--- src/rtl/regfile_sb.sv ---
// regfile_sb: parametrised register file with a per-register pending
// (scoreboard) bit. Register 0 always reads as zero. Reads are combinational.
//
// Ports:
//   clk        rising-edge clock
//   rst_n      asynchronous active-low reset (clears registers and pending bits)
//   rAddress   NUM_RD read addresses, port i at [i*AW +: AW]
//   rdata      NUM_RD read data words, port i at [i*XLEN +: XLEN]
//   rbusy      pending bit of each read port's addressed register
//   wen        writeback enable (writes data, clears pending)
//   wAddress   writeback destination
//   wdata      writeback data
//   iss_en     issue strobe (sets pending on iss_addr)
//   iss_addr   destination of the issuing instruction
//   busy_vec   registered pending bits, bit 0 always 0
//   any_busy   OR of busy_vec
//
// Optional build macro: REGFILE_WR_BYPASS_EN
//   When defined, a read of the register being written this cycle returns
//   wdata combinationally. Its rbusy reads 0 unless the same register is
//   also being issued this cycle.
module regfile_sb #(
  parameter int XLEN   = 32,
  parameter int NREGS  = 32,
  parameter int NUM_RD = 2
) (
  input  logic                     clk,
  input  logic                     rst_n,
  input  logic [NUM_RD*$clog2(NREGS)-1:0] rAddress,
  output logic [NUM_RD*XLEN-1:0]   rdata,
  output logic [NUM_RD-1:0]        rbusy,
  input  logic                     wen,
  input  logic [$clog2(NREGS)-1:0] wAddress,
  input  logic [XLEN-1:0]          wdata,
  input  logic                     iss_en,
  input  logic [$clog2(NREGS)-1:0] iss_addr,
  output logic [NREGS-1:0]         busy_vec,
  output logic                     any_busy
);

  localparam int AW = $clog2(NREGS);

  logic [XLEN-1:0]  regs [NREGS];
  logic [NREGS-1:0] busy_q;

  logic wr_ok;
  logic iss_ok;

  assign wr_ok  = wen && (wAddress != '0);
  assign iss_ok = iss_en && (iss_addr != '0);

  // Register 0 is never written and its pending bit is never set, so it
  // stays at its reset value of zero.
  always_ff @(posedge clk or negedge rst_n) begin
    if (!rst_n) begin
      for (int k = 0; k < NREGS; k++) begin
        regs[k] <= '0;
      end
      busy_q <= '0;
    end else begin
      if (wr_ok) begin
        regs[wAddress]   <= wdata;
        busy_q[wAddress] <= 1'b0;
      end
      // Placed after the write clear so that a same-cycle issue to the
      // retiring destination keeps the register pending.
      if (iss_ok) begin
        busy_q[iss_addr] <= 1'b1;
      end
    end
  end

  assign busy_vec = busy_q;
  assign any_busy = |busy_q;

  for (genvar i = 0; i < NUM_RD; i++) begin : g_rd
    logic [AW-1:0]   ra;
    logic [XLEN-1:0] rd;
    logic            rb;

    assign ra = rAddress[i*AW +: AW];

    always_comb begin
      rd = regs[ra];
      rb = busy_q[ra];
      if (ra == '0) begin
        rd = '0;
        rb = 1'b0;
      end
`ifdef REGFILE_WR_BYPASS_EN
      // Gated by rst_n so that reads stay zero while reset is held.
      else if (rst_n && wen && (ra == wAddress)) begin
        rd = wdata;
        rb = iss_en && (iss_addr == ra);
      end
`endif
    end

    assign rdata[i*XLEN +: XLEN] = rd;
    assign rbusy[i]              = rb;
  end

endmodule

--- config.mk ---
export PLATFORM = sky130hd
export DESIGN_NAME = regfile_sb
export DESIGN_NICKNAME = d
export VERILOG_FILES = /design/src/rtl/regfile_sb.sv
export SDC_FILE = /design/constraint.sdc
export NUM_CORES = 2
export LEC_CHECK = 0
export ABC_AREA = 1
export BUFFER_PORTS_ARGS = -buffer_cell sky130_fd_sc_hd__buf_2
export CORE_ASPECT_RATIO = 1.25
export CORE_UTILIZATION = 45
export DETAILED_ROUTE_END_ITERATION = 8
export PLACE_DENSITY = 0.65
export SETUP_SLACK_MARGIN = 0.02
export SLEW_MARGIN = 10
export SYNTH_ARGS = -nofsm -noshare
export SYNTH_HDL_FRONTEND = slang
export SYNTH_SLANG_ARGS = --single-unit
--- constraint.sdc ---
create_clock -name clk -period 3.5 [get_ports clk]
set_input_delay 0.525 -clock clk [delete_from_list [all_inputs] [get_ports clk]]
set_output_delay 0.525 -clock clk [all_outputs]
set_load 0.005 [all_outputs]
## Yosys cells after proc, flatten, opt, wreduce, memory -nomap -nowiden

Index checks and enable logic that the tools add are counted.

- Register bits: 1056
- Latch bits: 0
- Memory bits (writable): 0
- ROM bits: 0
- Input bits: 56
- Output and inout bits: 99
- Logic and storage cells: 82
- Memories: 0

- $add $sub $neg: 0
- $mul: 0
- Divide/modulo/power cells: 0
- $lt $le $gt $ge: 10
- Equality and inequality tests: 0
- Shift operators: 0
- Multiplexer cells: 23
- Bitwise logic cells: 6
- Reductions and logical operators: 10

Operator list:

| kind | number |
|---|---|
| 1024-bit bitwise mux | 1 |
| 32-bit binary-select mux with 5-bit select | 2 |
| 32-bit two-way mux | 9 |
| 32-bit demux with 5-bit select | 1 |
| 32-bit bitwise AND | 1 |
| 32-bit inverter | 1 |
| 32-bit OR | 1 |
| 32-bit OR reduction | 1 |
| 5-bit by 6-bit less-than comparator with 1-bit output (second input constant) | 4 |
| 6-bit greater-or-equal comparator (second input constant) | 3 |
| 5-bit inverter with 6-bit output | 3 |
| 1-bit binary-select mux with 5-bit select | 2 |
| 1-bit demux with 5-bit select | 2 |
| 5-bit by 1-bit greater-or-equal comparator with 1-bit output (second input constant) | 2 |
| 5-bit zero test | 2 |
| 5-bit nonzero test | 2 |
| 6-bit by 1-bit less-than comparator with 1-bit output (second input constant) | 1 |
| 1-bit two-way mux | 6 |
| 1-bit logical AND | 5 |

## Longest topological paths before layout

- Depth after elaboration: 9
- Mapped depth: 13
- Depth with buffers taken out: 9

## Worst setup path after synthesis

Ideal clock, no wire load.

- Kind: input-to-output
- Start point: input port rAddress[6]
- End point: output port rbusy[1]
- Arrival time: 1769 ps
- Data required time: 2975 ps
- Path slack: 1206 ps
- Stages: 11
- Path buffers: 4
- Path through: buf_2 > inv_2 > buf_2 > clkbuf_1 > o211ai_1 > nand3_1 > nand3_1 > nand2_1 > nand2_1 > nor2_1 > buf_4

- Cells in the longest elaborated chain, start to end: 3
- Elaborated cells between the ends (all ways): 4
- Classes of those cells: mux: 3; reduce/logical: 1

Ends and longest elaborated chain:

| what | RTL line | RTL |
|---|---|---|
| start: declaration | 29 | `input logic [NUM_RD*$clog2(NREGS)-1:0] rAddress,` |
| 1-bit binary-select mux with 5-bit select | 85 | `rb = busy_q[ra];` |
| 1-bit two-way mux (not written as such) | 85 |  |
| 1-bit two-way mux * | 86 | `if (ra == '0) begin` |
| end: declaration | 31 | `output logic [NUM_RD-1:0] rbusy,` |

Every way passes the cells marked *; elsewhere a longest branch is shown, timed or not. The select of a mux whose other input is x is not followed.

## Final worst setup path

- Start point: input port rAddress[5]
- End point: output port rdata[47]

- Cells in the longest elaborated chain, start to end: 5
- Elaborated cells between the ends (all ways): 6
- Classes of those cells: mux: 4; bitwise: 1; reduce/logical: 1

Ends and longest elaborated chain:

| what | RTL line | RTL |
|---|---|---|
| 5-bit inverter with 6-bit output (not written as such) | 84 | `rd = regs[ra];` |
| 32-bit binary-select mux with 5-bit select | 84 |  |
| 32-bit two-way mux (not written as such) (2 in series) | 84 |  |
| 32-bit two-way mux * | 86 |  |
| end: declaration | 30 | `output logic [NUM_RD*XLEN-1:0] rdata,` |

Marked as above.

==> flow_summary.json <==
{
  "drt_iter0_drc": 9177,
  "powerDensity_mw_per_mm2": 570,
  "synth.avg_cell_area_um2": 6.82,
  "coreArea_mm2": 0.131,
  "ir_worst_vdd_uv": 440,
  "syn-cell-area_mm2": 0.0595,
  "gp_congestion": 0.947,
  "vias": 61973,
  "holdWs_ns": 0.161,
  "cts.sinks": 1056,
  "port_buffers": 154,
  "drv_slew": 0,
  "maxCapViolCount": 0,
  "drc": 0,
  "num_rows": 148,
  "ys_ff_latch": 1056,
  "grt_pass1_wl_um": 382000,
  "drive_above_1_share_pct": 7.85,
  "leakagePower_uw": 0.0315,
  "syn-num-nets": 8772,
  "synth_area_leaders": "dfrtp_1 (44%), nand2_1 (18%), o21ai_0 (10%)",
  "dp_hpwl_um": 155000,
  "fin_total_pwr_uw": 38000,
  "h-tree-depth": 3,
  "tns_ns": 0,
  "status": "complete, no violations",
  "rsz0062_at_grt": "no",
  "yosysSeqAreaShare_pct": 44.4,
  "yosysTopAreaCell": "dfrtp_1",
  "synth_top_area_share_pct": 44.4,
  "clock.fmax_ghz": 0.303,
  "clk_latency_ns": 0.74,
  "grt_max_degree": 127,
  "setup_viol": 0,
  "period_share_pct": 94.2,
  "ys_warn_count": 0,
  "routedWlPerCell_um": 25.1,
  "skew_ns": 0,
  "maxSlewHeadroom_pct": 30.5,
  "clockBufferDepth": 3,
  "fin_nets": 8534,
  "dieArea_mm2": 0.134,
  "fill_cells": 12787,
  "drt-total-wl_um": 259000,
  "setup_slack_ns": 0.204,
  "required_ns": 2.97,
  "grt_overflow": 0,
  "syn_to_final_growth_pct": 12.0,
  "path_cells": "buf_8 -> inv_8 -> buf_12 -> o21ai_0 -> nand3_1 -> nand3_1 -> nand2_1 -> nand2_1 -> nor2_1 -> buf_2",
  "initial_core_util_pct": 45.5,
  "worstSetupStartpointType": "input pin",
  "grt_use_total_pct": 38.3,
  "slowest_stage": "nor2_1",
  "hp-class": "in2reg",
  "layout_min_cycle_time_ns": 3.30,
  "synthCells": 8716,
  "die_x_um": 327,
  "ios": 155,
  "grt_pass1_vias": 57677,
  "final-hold-violation-count": 0,
  "pre_cts_ws_ns": 0.322,
  "arrival_ns": 2.77,
  "cts_setup_buffers": 0,
  "firstDrtPassIters": 6,
  "cts_tree": "built",
  "root_buffer": "clkbuf_16",
  "synth_cell_types": 27,
  "clkSlewWorstSetupHoldPaths_ns": 0.07,
  "die_h_um": 408,
  "critPathKind": "in2out",
  "antenna_found_initial": 35,
  "cp-end-kind": "output pin",
  "vias_per_cell": 6.01,
  "tightestPinTransition_ns": 1.04,
  "postRouteAntennaNets": 0,
  "max_stage_delay_ns": 0.79,
  "crit_fanout": 35,
  "cts_made_buffers": 113
}
## cell families after synthesis
group                  after synthesis  synth area share, %
and+or+nand+nor                   4726                 32.2
AOI/OAI and AO/OA                 1710                 14.9
buffers and inverters             1224                 8.46
DFF                               1056                 44.4
## power breakdown
group          switching (uW)  internal, uW  leakage (uW)  total (uW)
Combinational            5190          2860        0.0165        8050
Clock                    5400          7860       0.00200       13300
Sequential               1910         14700        0.0130       16600
Total                   12500         25500        0.0315       38000
## placed cells by master (no fill, tap or decap), types with 3 or more instances in the layout
cell / n
buf_8: 5
nor2_1: 810
nand3_2: 3
clkinvlp_4: 3
o21ai_0: 1203
buf_4: 169
o21ai_1: 24
bufinv_16: 16
clkbuf_16: 119
a21oi_1: 356
nand4_1: 4
inv_8: 4
nor3_1: 5
o31ai_1: 3
dfrtp_1: 1056
nor2_4: 18
nand3_1: 1032
inv_1: 415
nand2_2: 3
buf_12: 100
o211ai_1: 106
clkinv_2: 33
o22ai_1: 18
nor4_1: 8
inv_6: 3
diode_2: 18
buf_2: 145
inv_2: 22
clkbuf_8: 24
nand2_1: 2838
clkbuf_1: 23
## critical path: cells and delay by family
| family | cells | cell delay [ns] |
|---|---|---|
| buffers and inverters | 4 | 0.97 |
| AND/OR/NAND/NOR | 5 | 1.09 |
| AO/OA/AOI/OAI | 1 | 0.13 |
## layout make-up
class                           count  area [um2]  share of cell area (%)
Inverter                          450        1730                    2.60
Clock buffer                      166        3390                    5.10
Tap cell                         1725        2160                    3.24
Antenna cell                       18        45.0                  0.0676
Clock inverter                     46         646                   0.969
Timing Repair Buffer              421        4090                    6.14
Multi-Input combinational cell   6436       28100                    42.2
Sequential cell                  1056       26400                    39.7
## synthesized netlist by cell type, drive strengths merged
master and number:
clkinv 2, o21ai 1227, o22ai 18, nand3 1035, nor3 8, o211ai 106
a21oi 356, o31ai 3, nand2 2841, or2 1, nor4 8, inv 448
buf 337, clkbuf 437, nor2 829, dfrtp 1056, nand4 4
## layer usage
| metal | share of wire [%] | track usage, % |
|---|---|---|
| met2 | 42 | 55.8 |
| met1 | 37 | 48.5 |
| met3 | 14 | 12.4 |
| met5 | 0.054 | 0 |
| met4 | 7.3 | 24.8 |
## state kept, by name, summed over array words and instances (netlist names)
register	count
regs	1024
busy_vec	32
## path summary, 6_finish.rpt
| path | startpoint | endpoint | slack [ns] | cells after the start |
|---|---|---|---|---|
| max | rAddress[5] | rdata[47] | 0.20 | 10 |
| min | wdata[21] | regs[885] | 0.16 | 3 |
| max reg2reg | busy_vec[15] | busy_vec[15] | 2.49 | 2 |
| min reg2reg | regs[1007] | regs[1007] | 0.41 | 0 |
| max in group asynchronous | rst_n | regs[315] | 2.03 | 4 |
| min in group asynchronous | rst_n | regs[925] | 0.26 | 2 |
## stage by stage
| stage | cells | utilization (%) | cell area [um2] |
|---|---|---|---|
| floorplan | 8716 | - | 59500 |
| global placement | 10087 | 47.9 | 62500 |
| detailed placement | 10087 | 47.9 | 62500 |
| CTS | 10300 | 51.0 | 66600 |
| global route | 10312 | 51.0 | 66600 |
| finish | 10318 | 51.0 | 66600 |
## timing repair
action                                 in CTS  in global routing
resized for setup                           0                  0
setup endpoints to repair                   0                  0
hold buffers                                1                  0
endpoints found under the hold margin      63                  0
Power figures use the tool's default switching activity.
